$ cat config.mk
export PLATFORM = sky130hd
export DESIGN_NAME = mul_share_arbiter
export DESIGN_NICKNAME = d
export VERILOG_FILES = /design/src/rtl/mul_pkg.sv /design/src/rtl/rr_arbiter.sv /design/src/rtl/shared_mul.sv /design/src/rtl/mul_share_arbiter.sv
export SDC_FILE = /design/constraint.sdc
export NUM_CORES = 1
export LEC_CHECK = 0
export ABC_AREA = 1
export BUFFER_PORTS_ARGS = -buffer_cell sky130_fd_sc_hd__clkbuf_2
export CAP_MARGIN = 20
export CORE_MARGIN = 2
export CORE_UTILIZATION = 34
export CTS_BUF_LIST = sky130_fd_sc_hd__clkbuf_8
export DETAILED_ROUTE_END_ITERATION = 10
export PLACE_DENSITY = 0.59
export SLEW_MARGIN = 20
export SYNTH_ARGS = -nofsm -noshare
export SYNTH_HDL_FRONTEND = slang
export SYNTH_SLANG_ARGS = --single-unit
$ cat constraint.sdc
create_clock -name clk -period 8.5 [get_ports clk]
set_input_delay 0.425 -clock clk [delete_from_list [all_inputs] [get_ports clk]]
set_output_delay 0.425 -clock clk [all_outputs]
set_load 0.005 [all_outputs]
$ cat src/rtl/mul_pkg.sv
// Shared types and constants for the multiplier-sharing arbiter slice.
// Latency: n/a (declarations only).
// Backpressure: n/a.
package mul_pkg;

  // Sequencer states: wait for a request, compute the product, hold the result.
  typedef enum logic [1:0] {
    IDLE = 2'd0,
    CALC = 2'd1,
    RESP = 2'd2
  } state_t;

  localparam int MUL_OP_W  = 16;
  localparam int MUL_RES_W = 2 * MUL_OP_W;

endpackage

$ cat src/rtl/rr_arbiter.sv
// Combinational round-robin arbiter; the priority pointer lives in the parent.
// Latency: 0 cycles.
// Backpressure: none; grant follows req combinationally.
//   req     : per-requester request vector
//   ptr     : index with highest priority this cycle
//   gnt     : one-hot grant (all zero when nothing requests)
//   gnt_idx : index of the granted requester (0 when nothing requests)
//   any_req : at least one request is present
module rr_arbiter #(
  parameter int N    = 4,
  parameter int ID_W = 2
) (
  input  logic [N-1:0]    req,
  input  logic [ID_W-1:0] ptr,
  output logic [N-1:0]    gnt,
  output logic [ID_W-1:0] gnt_idx,
  output logic            any_req
);

  always_comb begin
    logic [ID_W-1:0] idx;
    logic            found;
    idx     = '0;
    found   = 1'b0;
    gnt     = '0;
    gnt_idx = '0;
    any_req = |req;
    // Scan ptr, ptr+1, ... modulo N; the first asserted request wins.
    for (int i = 0; i < N; i++) begin
      idx = ID_W'((int'(ptr) + i) % N);
      if (!found && req[idx]) begin
        found   = 1'b1;
        gnt_idx = idx;
      end
    end
    if (found) gnt[gnt_idx] = 1'b1;
  end

endmodule

$ cat src/rtl/shared_mul.sv
// Shared combinational unsigned multiplier datapath.
// Latency: 0 cycles (purely combinational).
// Backpressure: none; the caller registers the product.
//   a, b : W-bit unsigned operands
//   p    : 2*W-bit full-width product
module shared_mul #(
  parameter int W = 16
) (
  input  logic [W-1:0]   a,
  input  logic [W-1:0]   b,
  output logic [2*W-1:0] p
);

  assign p = a * b;

endmodule

$ cat src/rtl/mul_share_arbiter.sv
// Shares one 16x16 unsigned multiplier between N_REQ requesters, round-robin.
// Latency: grant at T, resp_valid at T+2; minimum issue interval 3 cycles.
// Backpressure: result held in RESP until resp_ready; no grants until then.
//   clk, rst_n            : clock, synchronous active-low reset
//   req_valid/req_ready   : per-requester operand handshake (ready is one-hot)
//   req_a, req_b          : packed operands, requester i at [i*OP_W +: OP_W]
//   resp_valid/resp_ready : result handshake; resp_id tags the owner
//   resp_res              : registered full-width product
//   busy                  : sequencer is not idle
module mul_share_arbiter
  import mul_pkg::*;
#(
  parameter int N_REQ = 4,
  parameter int ID_W  = 2,
  parameter int OP_W  = MUL_OP_W
) (
  input  logic                  clk,
  input  logic                  rst_n,
  input  logic [N_REQ-1:0]      req_valid,
  input  logic [N_REQ*OP_W-1:0] req_a,
  input  logic [N_REQ*OP_W-1:0] req_b,
  output logic [N_REQ-1:0]      req_ready,
  output logic                  resp_valid,
  output logic [ID_W-1:0]       resp_id,
  output logic [2*OP_W-1:0]     resp_res,
  input  logic                  resp_ready,
  output logic                  busy
);

  localparam int RES_W = 2 * OP_W;

  state_t            state, state_nxt;
  logic [ID_W-1:0]   rr_ptr;
  logic [ID_W-1:0]   ptr_nxt;
  logic [ID_W-1:0]   cur_id;
  logic [OP_W-1:0]   op_a, op_b;
  logic [RES_W-1:0]  product;
  logic [N_REQ-1:0]  gnt;
  logic [ID_W-1:0]   gnt_idx;
  logic              any_req;
  logic              grant_fire;

  rr_arbiter #(
    .N    (N_REQ),
    .ID_W (ID_W)
  ) u_arb (
    .req     (req_valid),
    .ptr     (rr_ptr),
    .gnt     (gnt),
    .gnt_idx (gnt_idx),
    .any_req (any_req)
  );

  shared_mul #(
    .W (OP_W)
  ) u_mul (
    .a (op_a),
    .b (op_b),
    .p (product)
  );

  // Gated by rst_n so a requester is never told it was accepted on a cycle
  // whose edge is about to discard the latch.
  assign grant_fire = rst_n && (state == IDLE) && any_req;
  assign req_ready  = grant_fire ? gnt : '0;
  assign busy       = (state != IDLE);

  // Pointer moves to the slot after the winner, wrapping at N_REQ-1.
  assign ptr_nxt = (gnt_idx == ID_W'(N_REQ - 1)) ? '0 : gnt_idx + 1'b1;

  always_comb begin
    state_nxt = state;
    case (state)
      IDLE:    if (any_req) state_nxt = CALC;
      CALC:    state_nxt = RESP;
      RESP:    if (resp_ready) state_nxt = IDLE;
      default: state_nxt = IDLE;
    endcase
  end

  always_ff @(posedge clk) begin
    if (!rst_n) begin
      state      <= IDLE;
      rr_ptr     <= '0;
      cur_id     <= '0;
      op_a       <= '0;
      op_b       <= '0;
      resp_valid <= 1'b0;
      resp_id    <= '0;
      resp_res   <= '0;
    end else begin
      state <= state_nxt;
      if (grant_fire) begin
        op_a   <= req_a[gnt_idx*OP_W +: OP_W];
        op_b   <= req_b[gnt_idx*OP_W +: OP_W];
        cur_id <= gnt_idx;
        rr_ptr <= ptr_nxt;
      end
      if (state == CALC) begin
        resp_res   <= product;
        resp_id    <= cur_id;
        resp_valid <= 1'b1;
      end
      if (state == RESP && resp_ready) resp_valid <= 1'b0;
    end
  end

endmodule

==> flow_summary_export.csv <==
group,metric,value,unit
die,ios,175,
timing,max_slew_margin,32.0,%
clocking,clock_path_buffers,2,
synth,yosys_warnings,0,
placement,io_buffers,174,
layout,drive_above_1_share,9.99,%
placement,gp_congestion,0.896,
synth,synthArstFlopShare,0,%
clocking,cts_resized,0,
worst_setup_path,worstPathArrival,6910,ps
die,fp.dieH,204,um
clocking,cts_buffers,9,
synth,syn-cell-area,0.0135,mm^2
timing,fmax,0.151,GHz
placement,place_inst,2622,
synth,synth_cells,2024,
detailed_routing,drt_iter0_markers,784,
die,rows,73,
worst_setup_path,regToRegStartpoint,"op_a[10]$_SDFFE_PN0P_",
grt,grt_pass1_wl,66300,um
synth,yosys.area_share.simple,27.4,%
synth,synth_edf_count,0,
detailed_routing,avgViaCountPerCell,4.67,
min_path,min_from,"resp_ready",
layout,fin_util,37.5,%
min_path,whs_path_depth,2,
min_path,holdPathEnd,"resp_valid$_SDFFE_PP0N_",
synth,synth_xor_area_share,0.971,%
detailed_routing,wire_per_inst,15.2,um
synth,ys_ff_latch,73,
synth,seq_area_frac_synth,10.8,%
timing,tightest_slew,1020,ps
worst_setup_path,worst_setup_path_end_kind,"flop",
grt,grt_pass1_vias,12730,
synth,synthAdderAreaFrac,38.7,%
flow_run,maxCapViolations,0,
worst_setup_path,crit_type,"flop to flop",
synth,synth_flop_cell,"dfxtp_1",
clocking,cts_hold_buffers,0,
clocking,worst_skew_pair.late_latency,390,ps
timing,finClkSkew,12.0,ps
synth,synth_top_area_share,28.7,%
worst_setup_path,rr_worst_depth,21,
grt,grt_overflow,0,
grt,antenna_found_initial,0,
synth,yosysTopAreaCell,"fa_1",
die,core,0.0395,mm^2
synth,synth-compound-area-share,4.63,%
layout,antenna_cells,0,
layout,nNetsFinal,2545,
worst_setup_path,cp.required,8790,ps
timing,setup_violations,0,
layout,fin_cells,2637,
worst_setup_path,crit_fanout,17,
grt,grt.total_usage,20.4,%
timing,period_needed,6620,ps
synth,ys_top_cells_by_area,"fa_1 29%, nand2_1 16%, inv_1 14%, dfxtp_1 11%, ha_1 10%",
synth,synth_cell_type_count,36,
clocking,cts_tree,"done",
clocking,clkTransAtPathRegs,80,ps
timing,tns,0,ps
detailed_routing,vias,12310,
timing,rsz0062_at_grt,"false",
detailed_routing,wirelength,40000,um
clocking,clock-root-buffer,"clkbuf_8",
detailed_routing,ant_nets,0,
clocking,post_cts_buffers,0,
detailed_routing,drc,0,
worst_setup_path,ff2ff_setup_slack,1880,ps
worst_setup_path,regToRegEndpoint,"resp_res[30]$_SDFFE_PN0N_",
die,start_util,34.2,%
timing,slew_violations,0,
synth,synth_mux_area_share,0,%
timing,hold_violations,0,
grt,grt_max_degree,90,
clocking,htreeDepth,3,
clocking,clock_sinks,73,
die,die_w,204,um
synth,synth_top_family_by_area,"adder cells",
synth,syn_avg_cell_area,6.69,um^2
synth,synthesis.nets,2461,
worst_setup_path,cp-start-kind,"flop",
detailed_routing,first_pass_iters,5,
min_path,hp-class,"primary input to flop",
die,dieArea,0.0414,mm^2
status,outcome,"finished clean",
layout,area_growth,9.59,%
placement,dp_hpwl,31700,um
timing,finalCritPeriodShare,77.9,%
==> critical path, cell delays in order (launching register included) <==
cell      delay, ps
dfxtp_1         940
nand2_1         190
fa_1            550
fa_1            570
fa_1            450
fa_1            540
inv_1            50
fa_1            500
inv_1            60
fa_1            480
inv_1            40
ha_1            360
a21o_1          230
a21oi_1         210
a21boi_0        620
inv_1           270
nand3_1         170
nand2_1          60
nand2_1          50
nand3_1          60
nand2_1          80
inv_1            40
==> final cells by class <==
cell class	count	area, um^2
Fill cell	4232	24700
Multi-Input combinational cell	1336	9710
Inverter	508	1910
Sequential cell	73	1460
Timing Repair Buffer	180	916
Tap cell	525	657
Clock buffer	11	151
Clock inverter	4	27.5
==> registers in the layout, summed over array words and instances, names as in the netlist <==
signal	flops
state	2
op_b	16
cur_id	2
op_a	16
rr_ptr	2
resp_valid	1
resp_id	2
resp_res	32
==> stage by stage <==
stage          setup WS [ps]  hold WS (ps)  cell area, um^2
4_1_cts                 1990           222            14800
2_1_floorplan           3020           443            13500
5_1_grt                 1640           252            14800
6_report                1880           253            14800
3_3_place_gp            2000           462            14700
3_5_place_dp            2010           472            14700
==> cells in the mapped netlist (4+ instances only) <==
master / count
nand2_2: 4
fa_1: 194
nor3_1: 10
nand4_1: 10
xor2_1: 11
nor2_1: 173
nand2_1: 582
a21oi_1: 44
o21bai_1: 7
nand3_1: 90
xnor2_1: 4
ha_1: 108
o21ai_0: 46
clkbuf_1: 88
buf_2: 11
dfxtp_1: 73
inv_1: 504
nand3b_1: 29
a31oi_1: 4
buf_6: 6
==> placed cells by master (no fill, tap or decap), types with 2 or more instances in the layout <==
cell	instances
o21bai_1	7
nor2_4	2
nand3_2	3
a21oi_1	44
xnor2_1	4
o21ai_0	46
o221ai_1	2
nand3_1	90
a31oi_1	4
nand3b_1	29
ha_1	108
o211ai_1	3
buf_4	6
nand2_2	5
nor3_1	10
clkbuf_8	11
clkinv_2	2
a21o_1	3
inv_2	3
dfxtp_1	73
nor2_1	172
xor2_1	11
nand4_1	10
inv_1	504
clkbuf_2	174
nand2_4	2
nand2_1	581
fa_1	194
==> cell families (layout without fill, tap and decap cells) <==
family | Yosys count | after routing
and+or+nand+nor | 905 | 905
xor gates and xnor gates | 15 | 15
DFF | 73 | 73
buffers and inverters | 615 | 703
adders and majority gates | 302 | 302
AOI/OAI and AO/OA | 114 | 114
==> worst max path at each step <==
stage | depth (start not counted) | endpoint | slack, ps | startpoint
global route | 22 | resp_res[30]$_SDFFE_PN0N_ | 1640 | op_a[10]$_SDFFE_PN0P_
finish | 21 | resp_res[30]$_SDFFE_PN0N_ | 1880 | op_a[10]$_SDFFE_PN0P_
floorplan | 21 | resp_res[18]$_SDFFE_PN0N_ | 3020 | op_a[10]$_SDFFE_PN0P_
global placement | 21 | resp_res[30]$_SDFFE_PN0N_ | 2000 | op_a[10]$_SDFFE_PN0P_
detailed placement | 21 | resp_res[30]$_SDFFE_PN0N_ | 2010 | op_a[10]$_SDFFE_PN0P_
CTS | 21 | resp_res[30]$_SDFFE_PN0N_ | 1990 | op_a[10]$_SDFFE_PN0P_
==> routing by layer <==
layer  vias to the layer above  track usage [%]  share of wire, %
met5                         -                0                 0
met4                         0             8.00               3.4
met3                        73             2.16               4.1
met2                       340             35.3                48
met1                      5860             26.1                45
li1                       6037                -                 -
Power is not shown: default switching activity piles up to over one toggle a cycle in this logic, so the estimate is an artifact.
